## src/rtl/sha3_hasher_arbiter_if.sv

```systemverilog
// Bus bundle for sha3_hasher_arbiter: requester, hasher and result signals.
// perf_jobs is present only when SHA3_ARB_PERF_CNT_EN is defined.
interface sha3_hasher_arbiter_if #(
    parameter int unsigned NREQ  = 2,
    parameter int unsigned ROW_W = 320
);
    logic [NREQ-1:0]       req_valid;
    logic [NREQ*ROW_W-1:0] req_data;
    logic [NREQ-1:0]       req_ready;
    logic                  hsh_valid;
    logic [ROW_W-1:0]      hsh_data;
    logic                  hsh_gimme;
    logic                  hsh_out_valid;
    logic [ROW_W-1:0]      hsh_out_data;
    logic [NREQ-1:0]       res_valid;
    logic [ROW_W-1:0]      res_data;
    logic                  err_orphan;
`ifdef SHA3_ARB_PERF_CNT_EN
    logic [NREQ*32-1:0]    perf_jobs;
`endif

    modport slave (
        input  req_valid, req_data, hsh_gimme, hsh_out_valid, hsh_out_data,
        output req_ready, hsh_valid, hsh_data, res_valid, res_data, err_orphan
`ifdef SHA3_ARB_PERF_CNT_EN
        , output perf_jobs
`endif
    );

    modport master (
        output req_valid, req_data, hsh_gimme, hsh_out_valid, hsh_out_data,
        input  req_ready, hsh_valid, hsh_data, res_valid, res_data, err_orphan
`ifdef SHA3_ARB_PERF_CNT_EN
        , input perf_jobs
`endif
    );
endinterface

```

## src/rtl/sha3_hasher_arbiter.sv

```systemverilog
// Round-robin arbiter feeding 5-beat jobs into one shared hasher, routing results by tag FIFO.
// Optional per-requester completed-job counters with SHA3_ARB_PERF_CNT_EN.
module sha3_hasher_arbiter #(
    parameter int unsigned NREQ         = 2,
    parameter int unsigned ROW_W        = 320,
    parameter int unsigned MAX_INFLIGHT = 4
) (
    input logic                  clk,
    input logic                  rst_n,
    sha3_hasher_arbiter_if.slave bus
);
    localparam int unsigned IW = (NREQ > 1) ? $clog2(NREQ) : 1;
    localparam int unsigned PW = (MAX_INFLIGHT > 1) ? $clog2(MAX_INFLIGHT) : 1;
    localparam int unsigned CW = $clog2(MAX_INFLIGHT + 1);

    typedef enum logic [1:0] {IDLE, FEED, HOLD} state_e;

    state_e           state_q, state_d;
    logic [IW-1:0]    win_q, win_d, rr_q, rr_d;
    logic [2:0]       beat_q, beat_d, rcnt_q, rcnt_d;
    logic [IW-1:0]    tag_q [MAX_INFLIGHT];
    logic [PW-1:0]    wr_q, wr_d, rd_q, rd_d;
    logic [CW-1:0]    cnt_q, cnt_d;
    logic [NREQ-1:0]  res_valid_q, res_valid_d;
    logic [ROW_W-1:0] res_data_q, res_data_d;
    logic             err_q, err_d;
    logic             push, pop, fifo_empty, fifo_full, accept, found;
    logic [IW-1:0]    pick, head;
    logic [IW-1:0]    cand [NREQ];

    assign fifo_empty = (cnt_q == '0);
    assign fifo_full  = (cnt_q == CW'(MAX_INFLIGHT));
    assign head       = tag_q[rd_q];
    assign pop        = bus.hsh_out_valid && !fifo_empty && (rcnt_q == 3'd4);

    for (genvar k = 0; k < NREQ; k++) begin : g_cand
        assign cand[k] = IW'((32'(rr_q) + 32'(k)) % NREQ);
    end

    always_comb begin
        found = 1'b0;
        pick  = '0;
        for (int unsigned k = 0; k < NREQ; k++) begin
            if (!found && bus.req_valid[cand[k]]) begin
                found = 1'b1;
                pick  = cand[k];
            end
        end
    end

    // HOLD drives the same pass-through as FEED: while stalled req_valid is low so
    // hsh_valid is 0, and the resuming beat is accepted in the cycle it reappears.
    always_comb begin
        state_d       = state_q;
        win_d         = win_q;
        rr_d          = rr_q;
        beat_d        = beat_q;
        push          = 1'b0;
        accept        = 1'b0;
        bus.req_ready = '0;
        bus.hsh_valid = 1'b0;
        bus.hsh_data  = '0;
        unique case (state_q)
            IDLE: begin
                if (found && (!fifo_full || pop)) begin
                    push    = 1'b1;
                    win_d   = pick;
                    rr_d    = IW'((32'(pick) + 32'd1) % NREQ);
                    beat_d  = '0;
                    state_d = FEED;
                end
            end
            FEED, HOLD: begin
                bus.hsh_valid          = bus.req_valid[win_q];
                bus.hsh_data           = bus.req_data[32'(win_q)*ROW_W +: ROW_W];
                bus.req_ready[win_q]   = bus.hsh_gimme;
                accept                 = bus.req_valid[win_q] && bus.hsh_gimme;
                if (accept && beat_q == 3'd4) begin
                    beat_d  = '0;
                    state_d = IDLE;
                end else begin
                    if (accept) beat_d = beat_q + 3'd1;
                    state_d = bus.req_valid[win_q] ? FEED : HOLD;
                end
            end
            default: state_d = IDLE;
        endcase
    end

    always_comb begin
        rcnt_d      = rcnt_q;
        res_valid_d = '0;
        res_data_d  = res_data_q;
        err_d       = err_q;
        if (bus.hsh_out_valid) begin
            res_data_d = bus.hsh_out_data;
            if (fifo_empty) begin
                err_d = 1'b1;
            end else begin
                res_valid_d[head] = 1'b1;
                rcnt_d = (rcnt_q == 3'd4) ? 3'd0 : rcnt_q + 3'd1;
            end
        end
    end

    always_comb begin
        wr_d  = wr_q;
        rd_d  = rd_q;
        cnt_d = cnt_q;
        if (push) wr_d = (wr_q == PW'(MAX_INFLIGHT - 1)) ? '0 : wr_q + PW'(1);
        if (pop)  rd_d = (rd_q == PW'(MAX_INFLIGHT - 1)) ? '0 : rd_q + PW'(1);
        if (push && !pop)      cnt_d = cnt_q + CW'(1);
        else if (pop && !push) cnt_d = cnt_q - CW'(1);
    end

    always_ff @(posedge clk or negedge rst_n) begin
        if (!rst_n) begin
            state_q     <= IDLE;
            win_q       <= '0;
            rr_q        <= '0;
            beat_q      <= '0;
            rcnt_q      <= '0;
            wr_q        <= '0;
            rd_q        <= '0;
            cnt_q       <= '0;
            res_valid_q <= '0;
            res_data_q  <= '0;
            err_q       <= 1'b0;
        end else begin
            state_q     <= state_d;
            win_q       <= win_d;
            rr_q        <= rr_d;
            beat_q      <= beat_d;
            rcnt_q      <= rcnt_d;
            wr_q        <= wr_d;
            rd_q        <= rd_d;
            cnt_q       <= cnt_d;
            res_valid_q <= res_valid_d;
            res_data_q  <= res_data_d;
            err_q       <= err_d;
        end
    end

    // Tag storage needs no reset: entries are only read while counted as valid.
    always_ff @(posedge clk) begin
        if (push) tag_q[wr_q] <= pick;
    end

    assign bus.res_valid  = res_valid_q;
    assign bus.res_data   = res_data_q;
    assign bus.err_orphan = err_q;

`ifdef SHA3_ARB_PERF_CNT_EN
    logic [31:0] perf_q [NREQ];

    always_ff @(posedge clk or negedge rst_n) begin
        if (!rst_n) begin
            for (int unsigned i = 0; i < NREQ; i++) perf_q[i] <= '0;
        end else if (pop) begin
            perf_q[head] <= perf_q[head] + 32'd1;
        end
    end

    for (genvar g = 0; g < NREQ; g++) begin : g_perf
        assign bus.perf_jobs[g*32 +: 32] = perf_q[g];
    end
`endif
endmodule

```

## src/flat_wrapper.sv

```systemverilog
// flat-port wrapper written by rule: the top's interface ports become plain ports
module sha3_hasher_arbiter_flat 
#(
    parameter int unsigned NREQ         = 2,
    parameter int unsigned ROW_W        = 320,
    parameter int unsigned MAX_INFLIGHT = 4
)
  (clk, rst_n, bus_req_valid, bus_req_data, bus_hsh_gimme, bus_hsh_out_valid, bus_hsh_out_data, bus_req_ready, bus_hsh_valid, bus_hsh_data, bus_res_valid, bus_res_data, bus_err_orphan);
  sha3_hasher_arbiter_if #(.NREQ(NREQ), .ROW_W(ROW_W)) bus_i ();
  input logic clk;
  input logic rst_n;
  input wire logic [$bits(bus_i.req_valid)-1:0] bus_req_valid;
  input wire logic [$bits(bus_i.req_data)-1:0] bus_req_data;
  input wire logic [$bits(bus_i.hsh_gimme)-1:0] bus_hsh_gimme;
  input wire logic [$bits(bus_i.hsh_out_valid)-1:0] bus_hsh_out_valid;
  input wire logic [$bits(bus_i.hsh_out_data)-1:0] bus_hsh_out_data;
  output wire logic [$bits(bus_i.req_ready)-1:0] bus_req_ready;
  output wire logic [$bits(bus_i.hsh_valid)-1:0] bus_hsh_valid;
  output wire logic [$bits(bus_i.hsh_data)-1:0] bus_hsh_data;
  output wire logic [$bits(bus_i.res_valid)-1:0] bus_res_valid;
  output wire logic [$bits(bus_i.res_data)-1:0] bus_res_data;
  output wire logic [$bits(bus_i.err_orphan)-1:0] bus_err_orphan;
  assign bus_i.req_valid = bus_req_valid;
  assign bus_i.req_data = bus_req_data;
  assign bus_i.hsh_gimme = bus_hsh_gimme;
  assign bus_i.hsh_out_valid = bus_hsh_out_valid;
  assign bus_i.hsh_out_data = bus_hsh_out_data;
  assign bus_req_ready = bus_i.req_ready;
  assign bus_hsh_valid = bus_i.hsh_valid;
  assign bus_hsh_data = bus_i.hsh_data;
  assign bus_res_valid = bus_i.res_valid;
  assign bus_res_data = bus_i.res_data;
  assign bus_err_orphan = bus_i.err_orphan;
  sha3_hasher_arbiter #(.NREQ(NREQ), .ROW_W(ROW_W), .MAX_INFLIGHT(MAX_INFLIGHT)) u_core (.clk(clk), .rst_n(rst_n), .bus(bus_i));
endmodule
```

## config.mk

```make
export PLATFORM = sky130hd
export DESIGN_NAME = sha3_hasher_arbiter_flat
export DESIGN_NICKNAME = d
export VERILOG_FILES = /design/src/rtl/sha3_hasher_arbiter_if.sv /design/src/rtl/sha3_hasher_arbiter.sv /design/src/flat_wrapper.sv
export SDC_FILE = /design/constraint.sdc
export NUM_CORES = 1
export LEC_CHECK = 0
export ABC_AREA = 0
export BUFFER_PORTS_ARGS = -buffer_cell sky130_fd_sc_hd__buf_2
export CAP_MARGIN = 20
export CORE_AREA = 2 2 633 635
export CTS_CLUSTER_SIZE = 14
export DETAILED_ROUTE_END_ITERATION = 6
export DIE_AREA = 0 0 635 637
export GPL_ROUTABILITY_DRIVEN = 0
export REMOVE_ABC_BUFFERS = 1
export SKIP_CTS_REPAIR_TIMING = 1
export SYNTH_ARGS = -nofsm -noshare
export SYNTH_HDL_FRONTEND = slang
export SYNTH_SLANG_ARGS = --single-unit
```

## constraint.sdc

```tcl
create_clock -name clk -period 6.3 [get_ports clk]
set_input_delay 0.315 -clock clk [delete_from_list [all_inputs] [get_ports clk]]
set_output_delay 0.315 -clock clk [all_outputs]
set_load 0.01 [all_outputs]
```

Word level (Yosys, flattened, before mapping) --
Memory sizes are Yosys's and may differ from the RTL's. Cells that the tools add are included.
Storage, ports and cells: register bits after elaboration 340, RAM bits 4, output and inout port bits 646, word-level logic and storage cells 100, memories kept 1
Cells by class: add/subtract/negate cells 8, multipliers 1, $lt $le $gt $ge 6, equality and inequality tests 9, shifts and indexed selects 1, muxes and demuxes 36, bitwise logic cells 2, reduce and logical (&&, ||, !) cells 25
Memory list:
- u_core.tag_q | depth 4, width 1, rd ports 1, clocked after Yosys merged registers in 0, wr ports 1, line sha3_hasher_arbiter.sv:21 | logic [IW-1:0] tag_q [MAX_INFLIGHT];
Operators with widths (number):
- indexed part select 640 x 11 -> 320 bit | 1
- 2-to-1 mux 320 bit | 1
- 2-to-1 mux 3 bit | 6
- 2-to-1 mux 1 bit | 17
- 2-to-1 mux 2 bit | 8
- logical AND 1 bit | 10
- adder 3 x 1 -> 3 bit (second input constant) | 3
- == test 3 bit (second input constant) | 3
- < comparator 1 x 2 -> 1 bit (second input constant) | 4
- == test 2 bit (second input constant) | 3
- case mux 3 bit (2 select lines) | 1
- AND reduction 2 bit | 3
- zero test 1 bit | 5
- adder 2 x 1 -> 2 bit (second input constant) | 2
- multiplier 1 x 3 -> 4 bit (second input constant) | 1
- case mux 2 bit (2 select lines) | 1
- nonzero test 2 bit | 2
- zero test 3 bit | 1
- != test 3 x 1 -> 1 bit (second input constant) | 1
- AND reduction 3 bit | 1
- subtractor 3 x 1 -> 3 bit (second input constant) | 1
- adder 1 bit (second input constant) | 2
- AND 2 bit | 1
- demux 1 bit (select 1 bit) | 2
- 7 further kinds | 8

Longest topological paths before layout --
word-level depth 13, depth in mapped cells 11

Worst setup path after synthesis --
Ideal clock, no wire load.
path type register to register, start point reg u_core.rcnt_q[0], end point reg u_core.cnt_q[2], arrival time 2.137 ns, data required time 6.221 ns, path slack 4.084 ns, stages on the path, launching flop included 12, path through dfrtp_1 > inv_1 > ha_1 > nand3_1 > a31oi_1 > buf_2 > ha_1 > inv_1 > fa_1 > xor2_1 > nor2_1 > xor2_1
Between the ends: word-level cells in the longest chain between the ends 9
Ends and longest elaborated chain:
- start, declared | line sha3_hasher_arbiter.sv:20 | logic [2:0] beat_q, beat_d, rcnt_q, rcnt_d;
- start signal, assigned | line sha3_hasher_arbiter.sv:134 | rcnt_q <= rcnt_d;
- == test 3 bit (*) | line sha3_hasher_arbiter.sv:34 | assign pop = bus.hsh_out_valid && !fifo_empty && (rcnt_q == 3'd4);
- logical AND 1 bit (*) | line sha3_hasher_arbiter.sv:34
- logical OR 1 bit (*) | line sha3_hasher_arbiter.sv:65 | if (found && (!fifo_full || pop)) begin
- logical AND 1 bit (*) | line sha3_hasher_arbiter.sv:65
- 2-to-1 mux 1 bit (*) | line sha3_hasher_arbiter.sv:65
- 2-to-1 mux 1 bit (*) | line sha3_hasher_arbiter.sv:63 | unique case (state_q)
- via u_core.push | line sha3_hasher_arbiter.sv:27 | logic push, pop, fifo_empty, fifo_full, accept, found;
- zero test 1 bit | line sha3_hasher_arbiter.sv:113 | else if (pop && !push) cnt_d = cnt_q - CW'(1);
- logical AND 1 bit | line sha3_hasher_arbiter.sv:113
- nonzero test 2 bit (no line)
- end signal, assigned | line sha3_hasher_arbiter.sv:137 | cnt_q <= cnt_d;
- end, declared | line sha3_hasher_arbiter.sv:23 | logic [CW-1:0] cnt_q, cnt_d;
Mark *: on every way through the listed nets, which the timed path passes. The rest lies on a longest branch. A chain may end at the register's enable or synchronous reset.

Final worst setup path --
start point reg u_core.win_q, end point out bus_hsh_data[14]
Between the ends: word-level cells in the longest chain between the ends 3
Ends and longest elaborated chain:
- start, declared | line sha3_hasher_arbiter.sv:19 | logic [IW-1:0] win_q, win_d, rr_q, rr_d;
- start signal, assigned | line sha3_hasher_arbiter.sv:131 | win_q <= win_d;
- multiplier 1 x 3 -> 4 bit | line sha3_hasher_arbiter.sv:75 | bus.hsh_data = bus.req_data[32'(win_q)*ROW_W +: ROW_W];
- indexed part select 640 x 11 -> 320 bit | line sha3_hasher_arbiter.sv:75
- 2-to-1 mux 320 bit | line sha3_hasher_arbiter.sv:63
- end, declared | line flat_wrapper.sv:19 | output wire logic [$bits(bus_i.hsh_data)-1:0] bus_hsh_data;
No other way between the ends.

==> run summary <==
Multi-input gate area -> 9470 um2
Area Growth Syn to Fin -> 107%
CP peak stage delay -> 0.65 ns
vias in the first global route -> 21,800
CTS Sinks -> 344
Crit path buffers/inverters -> 3
Initial DRT Pass Iterations -> 7
Synth Warn # -> 0
Clock Skew -> 0.0231 ns
CTS tree -> yes
PortBufs -> 1,611
hold path cells -> 2
status -> completed
Max-Cap Viols -> 0
routed vias/inst -> 2.72
Antenna Nets Post-Route -> 0
grt met1 use -> 0.126
Mean Syn Cell Area -> 12.4 um2
first-pass GRT wire length -> 445,000 um
R2R cell count -> 10
routed len/inst -> 44.3 um
min-delay src -> bus_hsh_out_valid
# H-tree levels -> 2
startpoint types -> register
initial DRC count -> 1,659
reg2reg end -> u_core.cnt_q[2]
post-synthesis simple-gate area fraction -> 0.117
Max FO, Critical Path -> 90
row count -> 232
Post-Synth XOR/XNOR Area -> 0.00141
die height -> 637 um
CTS buffer count -> 45
P_leak -> 16.9 nW
CP Data Arrival Time -> 3.64 ns
initial antenna violation count -> 559
Clk pin slew, worst setup/hold paths -> 0.08 ns
core area -> 398,000 um2
Slew Limit Fails -> 0
Critical Path, Cell by Cell -> buf_4 -> buf_12 -> mux2i_1 -> nor2b_1 -> buf_2
Seq cells post-synth -> 344
pre-CTS setup slack -> 2.99 ns
CP required -> 5.98 ns
worst vdd ir -> 0.583 mV
fill count -> 46,100
Clock Path Buffers -> 3
DP HPWL -> 371,000 um
distinct cell type count after synthesis -> 37
Final setup viols -> 0
pin count of the biggest net entering global routing -> 250
Worst-Margin Slew -> 1.43 ns
FF-to-FF Start -> u_core.rcnt_q[0]
Starting Density -> 0.0469
Crit. Startpoint -> u_core.win_q
via count -> 24,300
GRT overflow -> 0
die width -> 635 um
largest family of logic cells by synthesized area -> multiplexers
mux contribution to synthesized area -> 0.370
Worst Setup Path Type -> register to primary output
Final Critical Period -> 3.95 ns
crit end category -> primary output
Reg2Reg Setup Slack -> 3.36 ns
routed wire length -> 396,000 um
compound-gate portion of the synthesized area -> 0.00717
nets@finish -> 4,392
Syn Inst Count -> 1,507
DIE AREA -> 404,000 um2
commonest non-fill, non-tap cell in the layout -> buf_2
Worst Hold Class -> input port to register
Synth Area in Adders -> 0.00911
clock root buffer -> clkbuf_16
Final Cell Area -> 38,600 um2
Placed Instance Area -> 33,200 um2
hold path endpoint -> u_core.bus.res_data[0]
sequential area share after synthesis -> 0.462
M2 GR Usage -> 0.415
pwr dens -> 372 nW/um2
GRT met3 Usage -> 0.0922
share of post-route cells with drive strength above 1 -> 0.597
residual DRC count -> 0
RSZ-0062 raised after global routing -> false
Syn Std Cell Area -> 18,700 um2
Slew headroom -> 0.0496
CP delay by family, top -> buffers and inverters
most frequent cells in the layout -> buf_2 (1,609), dfrtp_1 (339), nor2b_1 (322)
I/O Pins -> 1,612
Final WS setup -> 2.35 ns
Worst path slowest cell -> dfrtp_4
endpoints failing hold -> 0
Clock Latency Late Sink -> 0.66 ns
fmax -> 253 MHz
GRT Max-Usage Layer -> met2
final period utilization -> 0.627
GRT Total Usage -> 0.189
Hold Slack -> 0.0919 ns
FF/Latch Area -> 8630 um2
where the power goes:
group	switching (W)	leakage [nW]	internal, W
combinational	0.00557	12.1	0.00306
clock	0.00129	0.798	0.00174
sequential	0.000193	4.02	0.00249
kinds of logic (layout without fill, tap and decap cells):
logic type / Yosys count / after routing
AOI/OAI and AO/OA: 20 / 20
xor gates and xnor gates: 3 / 3
adders and majority gates: 13 / 13
buffers and inverters: 122 / 2065
DFF: 344 / 344
muxes: 648 / 648
other: 0 / 211
and+or+nand+nor: 357 / 357
metrics by stage:
stage	utilization	total power, W	setup TNS, ns	std cells
6_report	0.0969	0.0143	0	8926
5_1_grt	0.0968	0.0149	0	8909
4_1_cts	0.0875	0.0144	0	8394
3_5_place_dp	0.0833	0.0113	0	8310
3_3_place_gp	0.0833	0.0114	0	8310
2_1_floorplan	-	0.00668	-1528.43	1398
how the worst max path moves through the flow:
stage / endpoint / slack, ns / cells past startpoint
floorplan: u_core.beat_q[1] / -5.24 / 4
global placement: bus_hsh_data[236] / 3.03 / 5
detailed placement: bus_hsh_data[236] / 2.99 / 5
CTS: bus_hsh_data[236] / 2.22 / 5
global route: bus_hsh_data[236] / 2.23 / 5
finish: bus_hsh_data[14] / 2.35 / 5
layer usage:
| layer | part of all wire | vias to the layer above | wire [um] |
|---|---|---|---|
| met2 | 0.60 | 2155 | 239000 |
| met5 | 0.0048 | - | 1900 |
| li1 | - | 9318 | - |
| met4 | 0.055 | 264 | 21700 |
| met3 | 0.092 | 1210 | 36600 |
| met1 | 0.24 | 11300 | 96800 |
synthesized netlist by cell type (all sizes together):
| master | n | area share |
|---|---|---|
| nand2b | 3 | 0.0010 |
| and2 | 6 | 0.0021 |
| inv | 13 | 0.0026 |
| nor2b | 322 | 0.11 |
| nor3 | 1 | 0.00027 |
| a21oi | 2 | 0.00054 |
| a21o | 1 | 0.00040 |
| and3 | 1 | 0.00034 |
| clkbuf | 33 | 0.0066 |
| xnor2 | 1 | 0.00047 |
| nand3 | 4 | 0.0011 |
| buf | 76 | 0.024 |
| nor2 | 10 | 0.0020 |
| a41oi | 1 | 0.00087 |
| ha | 12 | 0.0080 |
| o22ai | 1 | 0.00067 |
| o211ai | 1 | 0.00040 |
| a211oi | 1 | 0.00040 |
| dfrtp | 340 | 0.46 |
| nor3b | 1 | 0.00040 |
| nand2 | 8 | 0.0016 |
| o21a | 1 | 0.00040 |
| fa | 1 | 0.0011 |
| mux2i | 323 | 0.17 |
| edfxtp | 4 | 0.0064 |
| o21ai | 10 | 0.0027 |
| o2bb2ai | 1 | 0.00047 |
| mux2 | 324 | 0.20 |
| xor2 | 2 | 0.00094 |
| mux4 | 1 | 0.0012 |
| a31oi | 1 | 0.00034 |
| nand4b | 1 | 0.00047 |
worst reg2reg max path, cell delays in order, from the launching register on:
cell	delay, ns
dfrtp_1	0.41
inv_1	0.07
ha_1	0.18
nand3_1	0.13
a31oi_1	0.83
ha_1	0.35
inv_1	0.07
fa_1	0.38
xor2_1	0.17
nor2_1	0.11
xor2_1	0.15
area by class of cell:
class                      instances  share of cell area
inverter                          13             0.00126
sequential                       344               0.224
tap                             5265               0.171
timing repair buffer            1968               0.302
clock inverter                    27              0.0114
antenna                          211              0.0137
clock buffer                      57              0.0319
multi-input combinational       1041               0.246
registers in the layout, indices dropped and copies added (netlist names):
name,cells
u_core.cnt_q,3
u_core.bus.res_valid,2
u_core.bus.err_orphan,1
u_core.win_q,1
u_core.tag_q,4
u_core.bus.res_data,320
u_core.rcnt_q,3
u_core.rd_q,2
u_core.wr_q,2
u_core.state_q,2
u_core.rr_q,1
u_core.beat_q,3
Power figures use the tool's default switching activity.
